--- src/rtl/add_arb_pkg.sv ---
// Shared constants, widths and state encoding for the round-robin arbiter
// that fronts the single 4-bit adder.
package add_arb_pkg;

   localparam int NREQ_DEF = 4;
   localparam int OP_W     = 4;
   localparam int SUM_W    = 5;
   localparam int ID_W     = $clog2(NREQ_DEF);

   typedef enum logic {
      EMPTY = 1'b0,
      FULL  = 1'b1
   } arb_state_e;

   // Index width for a given requester count; never narrower than one bit.
   function automatic int id_width(input int n);
      return (n > 1) ? $clog2(n) : 1;
   endfunction

endpackage

--- src/rtl/add_arbiter_if.sv ---
// Request/response bundle between NREQ requesters, the arbiter and the
// result consumer.
interface add_arbiter_if
   import add_arb_pkg::*;
#(
   parameter int NREQ = NREQ_DEF
) ();

   localparam int IDW = id_width(NREQ);

   logic [NREQ-1:0]      req_valid;
   logic [OP_W*NREQ-1:0] req_a;
   logic [OP_W*NREQ-1:0] req_b;
   logic [NREQ-1:0]      req_ready;
   logic                 rsp_valid;
   logic [IDW-1:0]       rsp_id;
   logic [SUM_W-1:0]     rsp_sum;
   logic                 rsp_ready;

   modport master (
      output req_valid, req_a, req_b, rsp_ready,
      input  req_ready, rsp_valid, rsp_id, rsp_sum
   );

   modport slave (
      input  req_valid, req_a, req_b, rsp_ready,
      output req_ready, rsp_valid, rsp_id, rsp_sum
   );

endinterface

--- src/rtl/add.sv ---
// Existing 4-bit adder with carry out; shared by every requester.
module add (
   input  logic [3:0] num1,
   input  logic [3:0] num2,
   output logic [3:0] out,
   output logic       cout
);

   // Five-bit sum so the carry is never lost.
   always_comb begin
      {cout, out} = {1'b0, num1} + {1'b0, num2};
   end

endmodule

--- src/rtl/add_arbiter.sv ---
// Round-robin arbiter granting one requester per cycle access to a single
// shared adder; the sum is held in a one-entry result register.
module add_arbiter
   import add_arb_pkg::*;
#(
   parameter int NREQ = NREQ_DEF
) (
   input  logic          clk,
   input  logic          rst_n,
   add_arbiter_if.slave  bus
);

   localparam int IDW = id_width(NREQ);

   arb_state_e       state_r;
   logic [IDW-1:0]   rr_ptr_r;
   logic [IDW-1:0]   rsp_id_r;
   logic [SUM_W-1:0] rsp_sum_r;

   logic [IDW-1:0]   idx_s;
   logic [IDW-1:0]   win_s;
   logic             found_s;
   logic             slot_free_s;
   logic             xfer_s;
   logic [NREQ-1:0]  ready_s;
   logic [OP_W-1:0]  op_a_s;
   logic [OP_W-1:0]  op_b_s;
   logic [OP_W-1:0]  add_out_s;
   logic             add_cout_s;

   // Scan downward so the requester closest to rr_ptr is the last to overwrite the winner.
   always_comb begin
      idx_s   = {IDW{1'b0}};
      win_s   = {IDW{1'b0}};
      found_s = 1'b0;
      for (int k = NREQ - 1; k >= 0; k--) begin
         idx_s = rr_ptr_r + IDW'(k);
         if (bus.req_valid[idx_s]) begin
            win_s   = idx_s;
            found_s = 1'b1;
         end else begin
            found_s = found_s;
         end
      end
   end

   assign slot_free_s = (state_r == EMPTY) || bus.rsp_ready;
   // Gating with rst_n keeps grants quiet for the whole reset assertion.
   assign xfer_s      = found_s && slot_free_s && rst_n;

   // One-hot accept strobe for the winner of this cycle.
   always_comb begin
      ready_s = {NREQ{1'b0}};
      if (xfer_s) begin
         ready_s[win_s] = 1'b1;
      end else begin
         ready_s = {NREQ{1'b0}};
      end
   end

   // Steer the winner's operands into the shared adder.
   always_comb begin
      op_a_s = bus.req_a[OP_W*win_s +: OP_W];
      op_b_s = bus.req_b[OP_W*win_s +: OP_W];
   end

   add u_add (
      .num1 (op_a_s),
      .num2 (op_b_s),
      .out  (add_out_s),
      .cout (add_cout_s)
   );

   // Result register, occupancy state and round-robin pointer.
   always_ff @(posedge clk or negedge rst_n) begin
      if (!rst_n) begin
         state_r   <= EMPTY;
         rr_ptr_r  <= {IDW{1'b0}};
         rsp_id_r  <= {IDW{1'b0}};
         rsp_sum_r <= {SUM_W{1'b0}};
      end else if (xfer_s) begin
         state_r   <= FULL;
         rsp_sum_r <= {add_cout_s, add_out_s};
         rsp_id_r  <= win_s;
         rr_ptr_r  <= win_s + IDW'(1);
      end else if ((state_r == FULL) && bus.rsp_ready) begin
         state_r   <= EMPTY;
      end else begin
         state_r   <= state_r;
      end
   end

   assign bus.req_ready = ready_s;
   assign bus.rsp_valid = (state_r == FULL);
   assign bus.rsp_id    = rsp_id_r;
   assign bus.rsp_sum   = rsp_sum_r;

endmodule

--- src/flat_wrapper.sv ---
// flat-port wrapper written by rule: the top's interface ports become plain ports
module add_arbiter_flat import add_arb_pkg::*;
#(
   parameter int NREQ = NREQ_DEF
)
  (clk, rst_n, bus_req_valid, bus_req_a, bus_req_b, bus_rsp_ready, bus_req_ready, bus_rsp_valid, bus_rsp_id, bus_rsp_sum);
  add_arbiter_if #(.NREQ(NREQ)) bus_i ();
  input  logic clk;
  input  logic rst_n;
  input wire logic [$bits(bus_i.req_valid)-1:0] bus_req_valid;
  input wire logic [$bits(bus_i.req_a)-1:0] bus_req_a;
  input wire logic [$bits(bus_i.req_b)-1:0] bus_req_b;
  input wire logic [$bits(bus_i.rsp_ready)-1:0] bus_rsp_ready;
  output wire logic [$bits(bus_i.req_ready)-1:0] bus_req_ready;
  output wire logic [$bits(bus_i.rsp_valid)-1:0] bus_rsp_valid;
  output wire logic [$bits(bus_i.rsp_id)-1:0] bus_rsp_id;
  output wire logic [$bits(bus_i.rsp_sum)-1:0] bus_rsp_sum;
  assign bus_i.req_valid = bus_req_valid;
  assign bus_i.req_a = bus_req_a;
  assign bus_i.req_b = bus_req_b;
  assign bus_i.rsp_ready = bus_rsp_ready;
  assign bus_req_ready = bus_i.req_ready;
  assign bus_rsp_valid = bus_i.rsp_valid;
  assign bus_rsp_id = bus_i.rsp_id;
  assign bus_rsp_sum = bus_i.rsp_sum;
  add_arbiter #(.NREQ(NREQ)) u_core (.clk(clk), .rst_n(rst_n), .bus(bus_i));
endmodule
--- config.mk ---
export PLATFORM = sky130hd
export DESIGN_NAME = add_arbiter_flat
export DESIGN_NICKNAME = d
export VERILOG_FILES = /design/src/rtl/add_arb_pkg.sv /design/src/rtl/add_arbiter_if.sv /design/src/rtl/add.sv /design/src/rtl/add_arbiter.sv /design/src/flat_wrapper.sv
export SDC_FILE = /design/constraint.sdc
export NUM_CORES = 1
export LEC_CHECK = 0
export CAP_MARGIN = 20
export CELL_PAD_IN_SITES_DETAIL_PLACEMENT = 2
export CELL_PAD_IN_SITES_GLOBAL_PLACEMENT = 2
export CORE_MARGIN = 8
export CORE_UTILIZATION = 24
export DETAILED_ROUTE_END_ITERATION = 12
export GPL_TIMING_DRIVEN = 0
export PLACE_DENSITY_LB_ADDON = 0.1
export SLEW_MARGIN = 20
export SYNTH_ARGS = -nofsm -noshare
export SYNTH_HDL_FRONTEND = slang
export SYNTH_SLANG_ARGS = --single-unit
--- constraint.sdc ---
create_clock -name clk -period 5.9 [get_ports clk]
set_input_delay 1.18 -clock clk [delete_from_list [all_inputs] [get_ports clk]]
set_output_delay 1.18 -clock clk [all_outputs]
set_load 0.05 [all_outputs]
**Yosys cells after proc, flatten, opt, wreduce, memory -nomap -nowiden**

Cells that the tools add are included.

- Flip-flop bits (word level): 10
- Bits of input ports: 39
- Output and inout port bits: 12

- $add $sub $neg: 5
- $lt $le $gt $ge: 6
- Shift operators: 2
- Multiplexer cells: 21
- Bitwise gates (word level): 1
- Reductions and logical operators: 6

Operator list:

| cell | count |
|---|---|
| $shiftx 16x5->4 | 2 |
| $lt 2x3->1 const B | 5 |
| $mux 1 | 11 |
| $bmux 1 s2 | 4 |
| $mux 2 | 4 |
| $add 4x4->5 | 1 |
| $add 2x1->2 const B | 2 |
| $add 2x2->2 const B | 2 |
| $logic_and 1x1->1 | 4 |
| $mux 4 | 1 |
| $demux 1 s2 | 1 |
| $ge 2x1->1 const B | 1 |
| $reduce_bool 2->1 | 1 |
| $logic_or 1x1->1 | 1 |
| $not 1->1 | 1 |

**Logic depth before layout (Yosys ltp)**

Gate-level depths: netlist of the first run.

- Depth after elaboration: 12
- Gate-level depth with buffers: 13
- Mapped depth without buffers: 12

**By module**

A second synthesis of the first run with hierarchy kept.

- Cell total of the unflattened synthesis: 99
- Area, all modules: 917.1 um^2

By module, submodules not included:

| module | times used | cells each | area an instance (um^2) | sequential area each (um^2) |
|---|---|---|---|---|
| add_arbiter | 1 | 83 | 780.7 | 250.2 |
| add | 1 | 16 | 136.4 | 0.0 |

**Least setup slack after synthesis of the first run**

Ideal clock, no wire load.

- Kind: input -> output
- From: input bus_req_valid[0]
- To: output bus_req_ready[3]
- Arrival: 2.472 ns
- Required time: 4.720 ns
- Setup slack: 2.248 ns
- Cell stages on the path: 5
- Buffers on the path: 1
- Cells stage by stage: nor3b_1 > a211oi_4 > buf_4 > ha_1 > and2_1

- Word-level cells in the longest chain between the ends: 11
- Elaborated cells on any way between the ends: 24

RTL lines:

| what | RTL line | source |
|---|---|---|
| start, declared | flat_wrapper.sv:10 | `input wire logic [$bits(bus_i.req_valid)-1:0] bus_req_valid;` |
| $bmux 1 s2 | add_arbiter.sv:38 | `if (bus.req_valid[idx_s]) begin` |
| $mux 1 (not written as such) | add_arbiter.sv:38 |  |
| $mux 2 (3 in a row) | add_arbiter.sv:38 |  |
| $mux 2 * | add_arbiter.sv:38 |  |
| named net u_core.win_s[0] | add_arbiter.sv:21 | `logic [IDW-1:0] win_s;` |
| $lt 2x3->1 (not written as such) / $ge 2x1->1 (equally long branches) | add_arbiter.sv:55 | `ready_s[win_s] = 1'b1;` |
| $logic_and 1x1->1 (not written as such) | add_arbiter.sv:55 |  |
| $mux 1 (not written as such) | add_arbiter.sv:55 |  |
| $demux 1 s2 * | - |  |
| $mux 4 * | add_arbiter.sv:54 | `if (xfer_s) begin` |
| end, declared | flat_wrapper.sv:14 | `output wire logic [$bits(bus_i.req_ready)-1:0] bus_req_ready;` |

Mark *: on every way through the listed nets, which the timed path passes. The rest lies on a longest branch. The select of a mux whose other input is x is not followed.

**Worst setup path in the final report of the first run**

- From: input rst_n
- To: output bus_req_ready[3]

- Word-level cells in the longest chain between the ends: 2

RTL lines:

| what | RTL line | source |
|---|---|---|
| start, declared | flat_wrapper.sv:9 | `input logic rst_n;` |
| $logic_and 1x1->1 | add_arbiter.sv:49 | `assign xfer_s = found_s && slot_free_s && rst_n;` |
| $mux 4 | add_arbiter.sv:54 |  |

Every way passes these cells.

==> results of run 1 <==
cells by family after synthesis:
| family | Yosys count |
|---|---|
| AOI/OAI and AO/OA | 14 |
| adders and majority gates | 9 |
| muxes | 34 |
| DFF | 10 |
| and+or+nand+nor | 9 |
| buffers and inverters | 11 |
| xor gates and xnor gates | 2 |
registers in the layout (all words and copies together), names as in the netlist:
| register | count |
|---|---|
| u_core.bus.rsp_sum | 5 |
| u_core.bus.rsp_id | 2 |
| u_core.rr_ptr_r | 2 |
| u_core.bus.rsp_valid | 1 |
cells in the final DEF (no fill, tap or decap), types with 2 or more instances in the layout:
cell type,n
buf_4,2
inv_1,6
nor2_1,2
xnor2_1,2
dfrtp_1,10
a21o_1,2
clkbuf_8,4
a21oi_1,8
mux2_2,4
mux2i_1,26
inv_2,2
and2_1,4
ha_1,8
mux2_1,4
clkdlybuf4s50_1,50
worst max-delay path by stage:
stage | cells after the start | from | endpoint
global route | 6 | rst_n | bus_req_ready[3]
floorplan | 5 | bus_req_valid[0] | bus_req_ready[3]
detailed placement | 6 | rst_n | bus_req_ready[1]
global placement | 6 | rst_n | bus_req_ready[3]
CTS | 6 | rst_n | bus_req_ready[3]
finish | 6 | rst_n | bus_req_ready[3]
layer usage:
metal  GRT usage, %  share of wire, %  vias up
met5              0                 0        -
met4           2.78              0.44        0
met2           19.6                53       20
li1               -                 -      426
met1           12.1                42      434
met3           2.03               4.0        2
synth_stat cells, drive strengths merged:
| master | instances |
|---|---|
| a211oi | 1 |
| a21o | 2 |
| a21oi | 8 |
| a2bb2oi | 1 |
| and2 | 4 |
| buf | 3 |
| dfrtp | 10 |
| fa | 1 |
| ha | 8 |
| inv | 8 |
| mux2 | 8 |
| mux2i | 26 |
| nand2 | 1 |
| nand3b | 1 |
| nor2 | 2 |
| nor3b | 1 |
| o21ai | 1 |
| o41ai | 1 |
| xnor2 | 2 |
worst max-delay path, cell delays in order:
cell             delay (ns)
clkdlybuf4s50_1        0.77
o41ai_1                0.19
a21oi_1                0.48
buf_2                  0.34
and2_1                 0.17
clkdlybuf4s50_1        0.81
per-stage QoR:
stage                     utilization (%)  hold WS (ns)
after floorplan                         -         0.540
after global placement               40.5         0.473
after detailed placement             40.5         0.479
after CTS                            42.0         0.490
after global routing                 42.0         0.506
final                                42.0         0.485
power by group:
| group | total, W | internal (W) | switching [W] |
|---|---|---|---|
| logic | 0.000436 | 0.000192 | 0.000245 |
| clock network | 0.0000842 | 0.0000585 | 0.0000257 |
| registers | 0.000121 | 0.0000993 | 0.0000214 |
layout make-up:
type	instances	area, sq um
buffer	3	20.0
clock buffer	4	55.1
fill	400	2160
inverter	8	30.0
multi-input combinational	68	643
sequential	10	250
tap	48	60.1
timing repair buffer	50	500
==> results.sh, run 1 <==
export IMPL_grt_pass1_vias=1052
export IMPL_grt_ovfl_total=0
export IMPL_htreeDepth=1
export IMPL_remaining_drc_errors=0
export IMPL_fin_skew_ns=0.00523
export IMPL_place_congestion=0.707
export IMPL_drt_iter0_markers=9
export IMPL_n_antenna_cell=0
export IMPL_ctsLongestPathBuffers=2
export IMPL_cts_sinks=10
export IMPL_slew_headroom_pct=62.9
export IMPL_final_cell_area_sq_mm=0.00156
export IMPL_num_vias=882
export IMPL_critPathArrivalTime_ns=3.94
export IMPL_crit_required_ns=4.72
export IMPL_cts_tree="yes"
export IMPL_period_share_pct=86.8
export IMPL_post_cts_resized=0
export IMPL_synth_xor_area_share_pct=1.86
export IMPL_status="completed"
export IMPL_fmax_mhz=195
export IMPL_grt_max_degree=12
export IMPL_synth_nets=137
export IMPL_ys_seq_area_share_pct=26.5
export IMPL_pin_count=51
export IMPL_place_inst=187
export IMPL_synth_top_area_share_pct=27.6
export IMPL_tightest_slew_ns=0.557
export IMPL_rows=22
export IMPL_die_w_microns=78.7
export IMPL_fin_nets=192
export IMPL_synth_compound_area_share_pct=11.0
export IMPL_synth_simple_area_share_pct=5.44
export IMPL_grt_usage_pct=10.6
export IMPL_syn_area_sq_um=943
export IMPL_insertion_delay_ns=0.23
export IMPL_power_total_w=0.000641
export IMPL_portBuffers=50
export IMPL_die_h_microns=78.7
export IMPL_syn_inst=89
export IMPL_r2r_end="u_core.bus.rsp_sum[2]$_DFFE_PN0P_"
export IMPL_cap_violations=0
export IMPL_rr_startpoint="u_core.rr_ptr_r[1]$_DFFE_PN0P_"
export IMPL_pre_cts_ws_ns=0.697
export IMPL_holdCritStartpoint="u_core.bus.rsp_sum[0]$_DFFE_PN0P_"
export IMPL_fp_dieArea_sq_mm=0.00619
export IMPL_area_delta_synth_final_pct=65.3
export IMPL_cts_root_buf="clkbuf_8"
export IMPL_synth_top_family_by_area="multiplexers"
export IMPL_whs_endpoint="u_core.bus.rsp_sum[0]$_DFFE_PN0P_"
export IMPL_wl_microns=3210
export IMPL_leakagePower_nw=0.706
export IMPL_drt_vias_per_instance=4.62
export IMPL_min_period_ns=5.12
export IMPL_detail_route_antenna_nets=0
export IMPL_synthAdderAreaFrac_pct=12.7
export IMPL_cts_inserted_buffers=3
export IMPL_ys_types=22
export IMPL_peakVddDrop_mv=0.246
export IMPL_slew_violations=0
export IMPL_antenna_found_initial=0
export IMPL_hold_viol=0
export IMPL_reg2reg_depth=11
export IMPL_drt_wirelength_per_cell_microns=16.8
export IMPL_core_area_sq_mm=0.00372
export IMPL_worst_path_max_fanout=11
export IMPL_initial_core_util_pct=25.4
export IMPL_place_area_sq_mm=0.00150
export IMPL_endpoint_kind="output pin"
export IMPL_firstDrtPassIters=2
export IMPL_rrSetupSlack_ns=2.99
export IMPL_setup_viol=0
export IMPL_setup_ws_ns=0.777
export IMPL_clk_pin_slew_ns=0.05
export IMPL_crit_type="input pin to output pin"
export IMPL_setup_tns_ns=0
export IMPL_powerDensity_mw_per_mm2=411
export IMPL_fin_cells=191
export IMPL_holdPathStages=1
export IMPL_synth_area_leader_cell="mux2i_1"
export IMPL_ctsHoldBuffers=0
export IMPL_ys_seq_elements=10
export IMPL_drive_gt1_share_pct=10.5
export IMPL_grt_pass1_wl_microns=5300
export IMPL_post_cts_buffers=0
export IMPL_crit_path_start_kind="input pin"
export IMPL_synthMuxAreaShare_pct=37.1
export IMPL_avgSynthCellArea_sq_um=10.6
export IMPL_ys_warn_count=0
export IMPL_grt_setup_unrepaired="false"
export IMPL_hold_path_class="flop to flop"
export IMPL_hpwl_microns=2630
export IMPL_synth_area_top_cells="mux2i_1 (28%), dfrtp_1 (27%), ha_1 (11%)"
Power figures use the tool's default switching activity.
==> inputs of run 2 (changes only) <==
--- a/config.mk
+++ b/config.mk
@@ -13,6 +13,8 @@
 export DETAILED_ROUTE_END_ITERATION = 12
 export GPL_TIMING_DRIVEN = 0
 export PLACE_DENSITY_LB_ADDON = 0.1
+export RECOVER_POWER = 50
+export SKIP_CTS_REPAIR_TIMING = 1
 export SLEW_MARGIN = 20
 export SYNTH_ARGS = -nofsm -noshare
 export SYNTH_HDL_FRONTEND = slang
==> results.sh, run 2 (synthesis gave the netlist of run 1 again) <==
export IMPL_n_antenna_cell=0
export IMPL_multiInputGateArea_sq_um=643
export IMPL_detail_route_antenna_nets=0
export IMPL_place_congestion=0.707
export IMPL_drt_vias_per_instance=4.62
export IMPL_cts_sinks=10
export IMPL_drt_iter0_markers=9
export IMPL_htreeDepth=1
export IMPL_hpwl_microns=2630
export IMPL_slew_headroom_pct=62.9
export IMPL_wl_microns=3200
export IMPL_rows=22
export IMPL_area_delta_synth_final_pct=65.3
export IMPL_antenna_found_initial=0
export IMPL_cap_violations=0
export IMPL_final_common_cell="clkdlybuf4s50_1"
export IMPL_tightest_slew_ns=0.557
export IMPL_portBuffers=50
export IMPL_hold_path_class="flop to flop"
export IMPL_critPathLaunch="rst_n"
export IMPL_endpoint_kind="output pin"
export IMPL_crit_type="input pin to output pin"
export IMPL_final_util_pct=42.0
export IMPL_grt_usage_pct=10.6
export IMPL_cts_tree="yes"
export IMPL_ctsLongestPathBuffers=2
export IMPL_grt_setup_unrepaired="false"
export IMPL_holdCritStartpoint="u_core.bus.rsp_sum[0]$_DFFE_PN0P_"
export IMPL_min_period_ns=5.19
export IMPL_drive_gt1_share_pct=10.5
export IMPL_crit_required_ns=4.72
export IMPL_seq_area_sq_um=250
export IMPL_setup_tns_ns=0
export IMPL_grt_max_degree=12
export IMPL_grt_ovfl_total=0
export IMPL_fin_nets=192
export IMPL_peakVddDrop_mv=0.246
export IMPL_fp_dieArea_sq_mm=0.00619
export IMPL_place_inst=187
export IMPL_period_share_pct=88.0
export IMPL_setup_viol=0
export IMPL_largest_reg_flops=5
export IMPL_grt_pass1_vias=1052
export IMPL_pre_cts_ws_ns=0.697
export IMPL_cp_slowest_cell="dlygate4sd3_1"
export IMPL_critPathArrivalTime_ns=4.01
export IMPL_setup_ws_ns=0.708
export IMPL_initial_core_util_pct=25.4
export IMPL_fin_cells=191
export IMPL_clk_pin_slew_ns=0.05
export IMPL_slew_violations=0
export IMPL_n_fill_cell=400
export IMPL_firstDrtPassIters=2
export IMPL_cts_root_buf="clkbuf_8"
export IMPL_leakagePower_nw=0.707
export IMPL_critical_path_max_stage_delay_ns=0.84
export IMPL_drt_wirelength_per_cell_microns=16.8
export IMPL_fin_skew_ns=0.00515
export IMPL_status="completed"
export IMPL_worst_hold_slack_ns=0.479
export IMPL_crit_path_start_kind="input pin"
export IMPL_cts_inserted_buffers=3
export IMPL_remaining_drc_errors=0
export IMPL_pin_count=51
export IMPL_grt_pass1_wl_microns=5300
export IMPL_die_w_microns=78.7
export IMPL_crit_path_cell_trace="dlygate4sd3_1 -> o41ai_1 -> a21oi_1 -> buf_2 -> and2_1 -> clkdlybuf4s50_1"
export IMPL_die_h_microns=78.7
export IMPL_rr_startpoint="u_core.rr_ptr_r[1]$_DFFE_PN0P_"
export IMPL_hold_viol=0
export IMPL_num_vias=882
export IMPL_powerDensity_mw_per_mm2=407
export IMPL_fmax_mhz=193
export IMPL_final_cell_mix="clkdlybuf4s50_1 (43), mux2i_1 (26), dfrtp_1 (10), a21oi_1 (8), ha_1 (8)"
export IMPL_insertion_delay_ns=0.23
export IMPL_worst_path_max_fanout=11
export IMPL_core_area_sq_mm=0.00372
[run 2: per-layer routing]
| layer | GRT usage [%] | vias up | wire length [microns] | share of wire (%) |
|---|---|---|---|---|
| li1 | - | 426 | - | - |
| met1 | 12.1 | 434 | 1350 | 42 |
| met2 | 19.6 | 20 | 1710 | 53 |
| met3 | 2.03 | 2 | 127 | 4.0 |
| met4 | 2.78 | 0 | 14 | 0.44 |
| met5 | 0 | - | 0 | 0 |
[run 2: layout make-up]
cell class / instances / area share [%]
clock buffers: 4 / 3.53
plain buffers: 3 / 1.28
well taps: 48 / 3.85
multi-input cells: 68 / 41.3
repair buffers: 50 / 32.1
inverters: 8 / 1.93
flip-flops and latches: 10 / 16.1
[run 2: power by group]
part	switching (W)	internal (W)
combinational	0.000245	0.000187
clock	0.0000256	0.0000585
sequential	0.0000208	0.0000993
total	0.000291	0.000344
[run 2: stage by stage]
stage          area, sq um  total power (W)
2_1_floorplan          943         0.000422
3_3_place_gp          1500         0.000551
3_5_place_dp          1500         0.000563
4_1_cts               1560         0.000656
5_1_grt               1560         0.000690
6_report              1560         0.000635
[run 2: worst paths after layout]
kind                                                endpoint  slack, ns  cells after the start
hold reg to reg            u_core.bus.rsp_sum[0]$_DFFE_PN0P_       0.48                      1
max in group asynchronous     u_core.rr_ptr_r[0]$_DFFE_PN0P_       4.23                      1
min in group asynchronous  u_core.bus.rsp_sum[3]$_DFFE_PN0P_       1.34                      1
setup / recovery                            bus_req_ready[3]       0.71                      6
hold / removal             u_core.bus.rsp_sum[0]$_DFFE_PN0P_       0.48                      1
setup reg to reg           u_core.bus.rsp_sum[2]$_DFFE_PN0P_       2.99                     11
[run 2: critical path, delay by kind of cell]
family	cells	cell delay, ns
buffers and inverters	3	1.99
AO/OA/AOI/OAI	2	0.67
AND/OR/NAND/NOR	1	0.17
==> inputs of run 3 (changes only) <==
--- a/config.mk
+++ b/config.mk
@@ -10,10 +10,12 @@
 export CELL_PAD_IN_SITES_GLOBAL_PLACEMENT = 2
 export CORE_MARGIN = 8
 export CORE_UTILIZATION = 24
+export CTS_CLUSTER_DIAMETER = 200
 export DETAILED_ROUTE_END_ITERATION = 12
 export GPL_TIMING_DRIVEN = 0
 export PLACE_DENSITY_LB_ADDON = 0.1
 export RECOVER_POWER = 50
+export SETUP_SLACK_MARGIN = 0.4
 export SKIP_CTS_REPAIR_TIMING = 1
 export SLEW_MARGIN = 20
 export SYNTH_ARGS = -nofsm -noshare
==> results of run 3 <==
Final layout, timing and power as in run 2 (identical DEF).
